--- config.mk ---
export PLATFORM = sky130hd
export DESIGN_NAME = router_fsm
export DESIGN_NICKNAME = d
export VERILOG_FILES = /design/src/rtl/router_fsm.sv
export SDC_FILE = /design/constraint.sdc
export NUM_CORES = 1
export LEC_CHECK = 0
export CAP_MARGIN = 20
export CELL_PAD_IN_SITES_DETAIL_PLACEMENT = 0
export CELL_PAD_IN_SITES_GLOBAL_PLACEMENT = 1
export CORE_MARGIN = 1
export CORE_UTILIZATION = 34
export CTS_BUF_LIST = sky130_fd_sc_hd__clkbuf_8 sky130_fd_sc_hd__clkbuf_16
export CTS_CLUSTER_SIZE = 28
export DETAILED_ROUTE_END_ITERATION = 6
export DONT_BUFFER_PORTS = 1
export GPL_ROUTABILITY_DRIVEN = 0
export MAX_ROUTING_LAYER = met4
export PLACE_DENSITY_LB_ADDON = 0.1
export SETUP_SLACK_MARGIN = 0.2
export SLEW_MARGIN = 10
export SYNTH_ARGS = -nofsm -noshare
export SYNTH_HDL_FRONTEND = slang
export SYNTH_SLANG_ARGS = --single-unit
--- constraint.sdc ---
create_clock -name clock -period 1.8 [get_ports clock]
set_input_delay 0.36 -clock clock [delete_from_list [all_inputs] [get_ports clock]]
set_output_delay 0.36 -clock clock [all_outputs]
set_load 0.01 [all_outputs]
--- src/rtl/router_fsm.sv ---
// Packet-sequencing controller for the 1x3 router: decodes the header destination,
// waits for the selected FIFO, and steps header/payload/parity loading with stalls.
module router_fsm #(
    parameter int ADDR_WIDTH = 2,
    parameter int NUM_DEST   = 3
) (
    input  logic                  clock,
    input  logic                  reset,
    input  logic                  pkt_valid,
    input  logic [ADDR_WIDTH-1:0] data_in,
    input  logic                  fifo_full,
    input  logic                  fifo_empty_0,
    input  logic                  fifo_empty_1,
    input  logic                  fifo_empty_2,
    input  logic                  soft_reset_0,
    input  logic                  soft_reset_1,
    input  logic                  soft_reset_2,
    input  logic                  parity_done,
    input  logic                  low_packet_valid,
    output logic [ADDR_WIDTH-1:0] dest_sel,
    output logic                  detect_add,
    output logic                  lfd_state,
    output logic                  ld_state,
    output logic                  laf_state,
    output logic                  full_state,
    output logic                  rst_int_reg,
    output logic                  write_enb_reg,
    output logic                  busy
);

    typedef enum logic [2:0] {
        DECODE_ADDRESS     = 3'd0,
        WAIT_TILL_EMPTY    = 3'd1,
        LOAD_FIRST_DATA    = 3'd2,
        LOAD_DATA          = 3'd3,
        FIFO_FULL_STATE    = 3'd4,
        LOAD_AFTER_FULL    = 3'd5,
        LOAD_PARITY        = 3'd6,
        CHECK_PARITY_ERROR = 3'd7
    } state_t;

    state_t state;
    state_t next_state;

    logic [2:0] empty_vec;
    logic [2:0] soft_vec;
    logic       addr_ok;
    logic       hdr_empty;
    logic       sel_empty;
    logic       sel_soft;

    assign empty_vec = {fifo_empty_2, fifo_empty_1, fifo_empty_0};
    assign soft_vec  = {soft_reset_2, soft_reset_1, soft_reset_0};
    assign addr_ok   = (int'(data_in) < NUM_DEST);

    // Out-of-range addresses never index the flag vectors.
    assign hdr_empty = addr_ok && empty_vec[data_in];
    assign sel_empty = (int'(dest_sel) < NUM_DEST) && empty_vec[dest_sel];
    assign sel_soft  = (int'(dest_sel) < NUM_DEST) && soft_vec[dest_sel];

    always_comb begin
        next_state = DECODE_ADDRESS;
        if (state != DECODE_ADDRESS && sel_soft) begin
            next_state = DECODE_ADDRESS;
        end else begin
            case (state)
                DECODE_ADDRESS: begin
                    if (pkt_valid && addr_ok)
                        next_state = hdr_empty ? LOAD_FIRST_DATA : WAIT_TILL_EMPTY;
                    else
                        next_state = DECODE_ADDRESS;
                end
                WAIT_TILL_EMPTY:
                    next_state = sel_empty ? LOAD_FIRST_DATA : WAIT_TILL_EMPTY;
                LOAD_FIRST_DATA:
                    next_state = LOAD_DATA;
                LOAD_DATA: begin
                    if (fifo_full)
                        next_state = FIFO_FULL_STATE;
                    else if (!pkt_valid)
                        next_state = LOAD_PARITY;
                    else
                        next_state = LOAD_DATA;
                end
                FIFO_FULL_STATE:
                    next_state = fifo_full ? FIFO_FULL_STATE : LOAD_AFTER_FULL;
                LOAD_AFTER_FULL: begin
                    if (parity_done)
                        next_state = DECODE_ADDRESS;
                    else if (low_packet_valid)
                        next_state = LOAD_PARITY;
                    else
                        next_state = LOAD_DATA;
                end
                LOAD_PARITY:
                    next_state = CHECK_PARITY_ERROR;
                CHECK_PARITY_ERROR:
                    next_state = fifo_full ? FIFO_FULL_STATE : DECODE_ADDRESS;
                default:
                    next_state = DECODE_ADDRESS;
            endcase
        end
    end

    // Outputs are registered from the next state so they always match the state register.
    always_ff @(posedge clock) begin
        if (reset) begin
            state         <= DECODE_ADDRESS;
            dest_sel      <= '0;
            detect_add    <= 1'b1;
            lfd_state     <= 1'b0;
            ld_state      <= 1'b0;
            laf_state     <= 1'b0;
            full_state    <= 1'b0;
            rst_int_reg   <= 1'b0;
            write_enb_reg <= 1'b0;
            busy          <= 1'b0;
        end else begin
            state <= next_state;
            if (state == DECODE_ADDRESS && pkt_valid && addr_ok)
                dest_sel <= data_in;
            detect_add    <= (next_state == DECODE_ADDRESS);
            lfd_state     <= (next_state == LOAD_FIRST_DATA);
            ld_state      <= (next_state == LOAD_DATA);
            laf_state     <= (next_state == LOAD_AFTER_FULL);
            full_state    <= (next_state == FIFO_FULL_STATE);
            rst_int_reg   <= (next_state == CHECK_PARITY_ERROR);
            write_enb_reg <= (next_state == LOAD_DATA) || (next_state == LOAD_PARITY) ||
                             (next_state == LOAD_AFTER_FULL);
            busy          <= (next_state != DECODE_ADDRESS) && (next_state != LOAD_DATA);
        end
    end

endmodule

* Word-level counts from Yosys, hierarchy flattened
Index checks and enable logic that the tools add are counted.
** Word-level totals
- Flip-flop bits (word level) :: 13
- Bits of input ports :: 14
- Output and inout port bits :: 10
- Word-level logic and storage cells :: 59
** Cells by class
- Order comparisons :: 4
- Equality and inequality tests :: 14
- Muxes and demuxes :: 17
- Reduce and logical (&&, ||, !) cells :: 14
** Operators by type and width (number)
- 3-bit == test, second input constant :: 8
- 3-bit one-hot mux with 8 select lines :: 1
- 3-bit two-way mux :: 6
- 3-bit by 2-bit == test with 1-bit output, second input constant :: 4
- 1-bit logical AND :: 8
- 1-bit binary-select mux with 2-bit select :: 3
- 3-bit zero test :: 2
- 2-bit by 3-bit < comparator with 1-bit output, second input constant :: 2
- 2-bit two-way mux :: 3
- 3-bit nonzero test :: 2
- 2-bit < comparator, second input constant :: 2
- 1-bit two-way mux :: 4
- 3-bit by 1-bit == test with 1-bit output, second input constant :: 1
- 3-bit by 2-bit != test with 1-bit output, second input constant :: 1
- 1-bit logical OR :: 2

* Logic depth before layout (Yosys ltp)
- Word-level depth :: 10
- Mapped depth :: 8
- Mapped depth without buffers :: 6

* Worst setup path after synthesis
OpenSTA, ideal clock, no wires.
- Path kind :: register to register
- Start point :: register dest_sel[1]
- End point :: register busy
- Library setup time :: 116 ps
- Data arrival time :: 1680 ps
- Data required time :: 1684 ps
- Slack :: 4 ps
- Cell stages (with the launch flop) :: 8
- Buffers on the path :: 1
- Clock period less this slack :: 1796 ps
- Cells stage by stage :: dfxtp_1 -> mux2i_1 -> o21a_1 -> o2111ai_1 -> a22o_1 -> buf_6 -> or3_1 -> o211a_1
** On the way
- Cells in the longest elaborated chain, start to end :: 8
- Elaborated cells on any way between the ends :: 14
- Classes of those cells :: 1 x order compare; 1 x eq/ne; 7 x mux; 5 x reduce/logical
** RTL lines
- start, declared :: line 20 : output logic [ADDR_WIDTH-1:0] dest_sel,
- start signal, assigned :: line 121 : dest_sel <= data_in;
- 1-bit binary-select mux with 2-bit select :: line 58 : assign sel_empty = (int'(dest_sel) < NUM_DEST) && empty_vec[dest_sel];
- 1-bit two-way mux (implied by the code) :: line 58
- 1-bit logical AND :: line 58
- 2-bit two-way mux :: line 74 : next_state = sel_empty ? LOAD_FIRST_DATA : WAIT_TILL_EMPTY;
- 3-bit one-hot mux with 8 select lines :: line 66 : case (state)
- 3-bit two-way mux (*) :: line 63 : if (state != DECODE_ADDRESS && sel_soft) begin
- 3-bit by 2-bit != test with 1-bit output / 3-bit nonzero test (equally long branches) :: line 130 : busy <= (next_state != DECODE_ADDRESS) && (next_state != LOAD_DATA);
- 1-bit logical AND (*) :: line 130
- end signal, assigned :: line 130
- end, declared :: line 28 : output logic busy
Mark *: on every way between the ends. The rest lies on a longest branch, timed or not. The select of a mux whose other input is x is not followed.
A chain may end at the register's enable or synchronous reset.

* Worst setup path after layout
Ends and elaborated chain as after synthesis.

==> results.json <==
{
  "vias_per_cell": 5.08,
  "crit_buf_inv": 0,
  "status": "complete, no violations",
  "core-area_um2": 1820,
  "ios": 24,
  "htree_levels": 1,
  "dp_hpwl_um": 1040,
  "drc_errors": 0,
  "slew_headroom_pct": 80.3,
  "syn_to_final_growth_pct": 32.1,
  "grt_setup_unrepaired": "true",
  "worstReg2RegEnd": "busy",
  "place_area_um2": 711,
  "ff2ff_setup_slack_ns": 0.04,
  "stdcell_count": 107,
  "required_ns": 1.93,
  "dr.pass1.iters": 4,
  "worstHoldEndpoint": "state[0]",
  "cp-end-kind": "register",
  "r2r-start": "dest_sel[1]",
  "ctsRootBufferMaster": "clkbuf_8",
  "clk_latency_ns": 0.24,
  "power_density_nw_per_um2": 849,
  "yosys-top-cells-area": "dfxtp_1 (38%), mux2i_1 (7.2%), buf_6 (4.9%)",
  "synth_top_area_cell": "dfxtp_1",
  "crit_fanout": 6,
  "path_class": "reg2reg",
  "max_cap_viol_count": 0,
  "insertedDiodeCount": 0,
  "overflow": 0,
  "cts_made_buffers": 3,
  "drive_gt1_share_pct": 41.5,
  "fill_cells": 166,
  "critical_path.max_stage_delay_ns": 0.39,
  "ant_nets": 0,
  "synth-xor-area-share_pct": 1.26,
  "die_w_um": 47.2,
  "period_share_pct": 97.7,
  "synth_top_family_by_area": "simple AND/OR/NAND/NOR gates",
  "drt_iter0_markers": 3,
  "synthAdderAreaFrac_pct": 0,
  "dieArea_um2": 2220,
  "vias": 544,
  "start_util_pct": 38.1,
  "grt_pass1_vias": 450,
  "synthesis.area_um2": 693,
  "critPathLaunchType": "register",
  "leakage_nw": 0.382,
  "die_y_um": 47.2,
  "syn_inst": 73,
  "ir_drop_uv": 709,
  "port_buffers": 0,
  "highest_layer": "met4",
  "syn_nets": 87,
  "synthMuxAreaShare_pct": 7.22,
  "hold_viol_final": 0,
  "dr_wl_met2_um": 657,
  "dr_wl_met3_um": 93,
  "dp_slack_ns": 0.0143,
  "clkTransAtPathRegs_ns": 0.05,
  "fin_ws_ns": 0.0416,
  "layout_min_cycle_time_ns": 1.76,
  "whs_ns": 0.178,
  "wl_per_cell_um": 13.8,
  "grt_antenna_before_repair": 0,
  "track_usage_pct": 14.8,
  "min_path_type": "in2reg",
  "wl_met1_um": 693,
  "path_cells": "mux2i_1 -> o21a_1 -> o2111ai_2 -> a22o_4 -> or3_1 -> o211a_1",
  "wirelength_um": 1480,
  "largest_reg_flops": 3,
  "synth.distinct_cells": 31,
  "hold-path-cell-count": 1,
  "cp.arrival_ns": 1.89,
  "worst_slew_pin_slew_ns": 0.296,
  "regMostFlops": "state",
  "row_count": 15,
  "nets": 97,
  "dp_cells": 97,
  "drv_slew": 0,
  "finClkSkew_ns": 0.00237,
  "synth-compound-area-share_pct": 21.3,
  "grt_max_degree": 12,
  "top_regs": "state: 3 flops, dest_sel: 2 flops",
  "clock_path_buffers": 2,
  "critPathTopFamily": "compound AO/OA/AOI/OAI gates",
  "synth_seq_area_share_pct": 37.5,
  "cts_tree": "yes",
  "stdcell_area_um2": 916,
  "max_freq_ghz": 0.569,
  "clock_sinks": 13,
  "ys_warn_count": 0,
  "r2r_cells": 6,
  "min-delay-start": "reset",
  "grt_first_pass_wirelength_um": 2090,
  "synth.avg_cell_area_um2": 9.50,
  "yosys.area_share.simple_pct": 22.4,
  "crit_slowest_cell": "dfxtp_4",
  "synth_top_area_share_pct": 37.5,
  "ys_ff_latch": 13,
  "finalSetupViolCount": 0
}
## per-stage QoR
| stage | total power, W | setup TNS (ns) | util (%) |
|---|---|---|---|
| after floorplan | 0.000446 | 0 | - |
| after global placement | 0.000460 | 0 | 39.0 |
| after detailed placement | 0.000460 | 0 | 39.0 |
| after CTS | 0.000727 | 0 | 43.2 |
| after global routing | 0.000817 | -0.0138 | 50.3 |
| final | 0.000778 | 0 | 50.3 |
## final cells by class
type / count / area [µm²] / share of cell area, %
Timing Repair Buffer: 10 / 78.8 / 8.61
Sequential cell: 13 / 268 / 29.2
Tap cell: 25 / 31.3 / 3.42
Clock buffer: 3 / 41.3 / 4.51
Inverter: 7 / 26.3 / 2.87
Clock inverter: 1 / 3.75 / 0.410
Multi-Input combinational cell: 48 / 467 / 51.0
## cell usage after synthesis (all sizes together)
| cell | n |
|---|---|
| dfxtp | 13 |
| inv | 7 |
| buf | 5 |
| mux2i | 5 |
| nor2 | 5 |
| a21oi | 4 |
| o21a | 4 |
| nand3b | 3 |
| nor3 | 3 |
| o31ai | 3 |
| nand2 | 2 |
| o21ai | 2 |
| o21bai | 2 |
| a22o | 1 |
| a31oi | 1 |
| a32oi | 1 |
| and3 | 1 |
| nand2b | 1 |
| nand3 | 1 |
| nor3b | 1 |
| nor4 | 1 |
| nor4b | 1 |
| o2111ai | 1 |
| o211a | 1 |
| o211ai | 1 |
| or2 | 1 |
| or3 | 1 |
| xnor2 | 1 |
## cells by family (layout without fill, tap and decap cells)
logic type             after synthesis  count (layout)
AND/OR/NAND/NOR                     21              21
multiplexers                         5               5
buffers and inverters               12              21
AO/OA/AOI/OAI                       21              21
XOR/XNOR                             1               1
flip-flops                          13              13
## layer usage
metal / up-vias / global-route usage [%]
met5: - / -
met4: 0 / 8.57
met3: 4 / 6.92
met2: 14 / 17.8
met1: 246 / 19.7
li1: 280 / -
## how the worst max path moves through the flow
stage,from,to,slack [ns],cells after the start
finish,dest_sel[1],busy,0.04,6
global placement,state[2],write_enb_reg,0.02,5
global route,dest_sel[1],busy,-0.01,6
detailed placement,dest_sel[1],busy,0.01,6
CTS,state[1],busy,0.07,6
floorplan,state[1],busy,0.09,8
## cells in the final DEF, fill, tap and decap left out
master,n
a21oi_1,4
a22o_4,1
a31oi_4,1
a32oi_1,1
and3_2,1
buf_4,9
buf_6,1
clkbuf_8,3
dfxtp_1,9
dfxtp_2,3
dfxtp_4,1
inv_1,8
mux2i_1,5
nand2_1,2
nand2b_4,1
nand3_4,1
nand3b_1,3
nor2_1,5
nor3_2,2
nor3_4,1
nor3b_2,1
nor4_4,1
nor4b_4,1
o2111ai_2,1
o211a_1,1
o211ai_1,1
o21a_1,3
o21a_2,1
o21ai_0,1
o21ai_4,1
o21bai_1,2
o31ai_1,2
o31ai_4,1
or2_4,1
or3_1,1
xnor2_2,1
## report_power, final
part / internal, W / switching (W) / total (W)
clock network: 0.000150 / 0.0000997 / 0.000250
logic: 0.000108 / 0.0000838 / 0.000192
registers: 0.000307 / 0.0000293 / 0.000336
## what timing repair did
action | CTS | global route
gates resized for setup | 6 | 17
setup endpoints to repair | 8 | 8
hold buffers | 0 | 0
pin swaps | 1 | 5
setup buffers | 2 | 4
(Power assumes the default switching activity.)
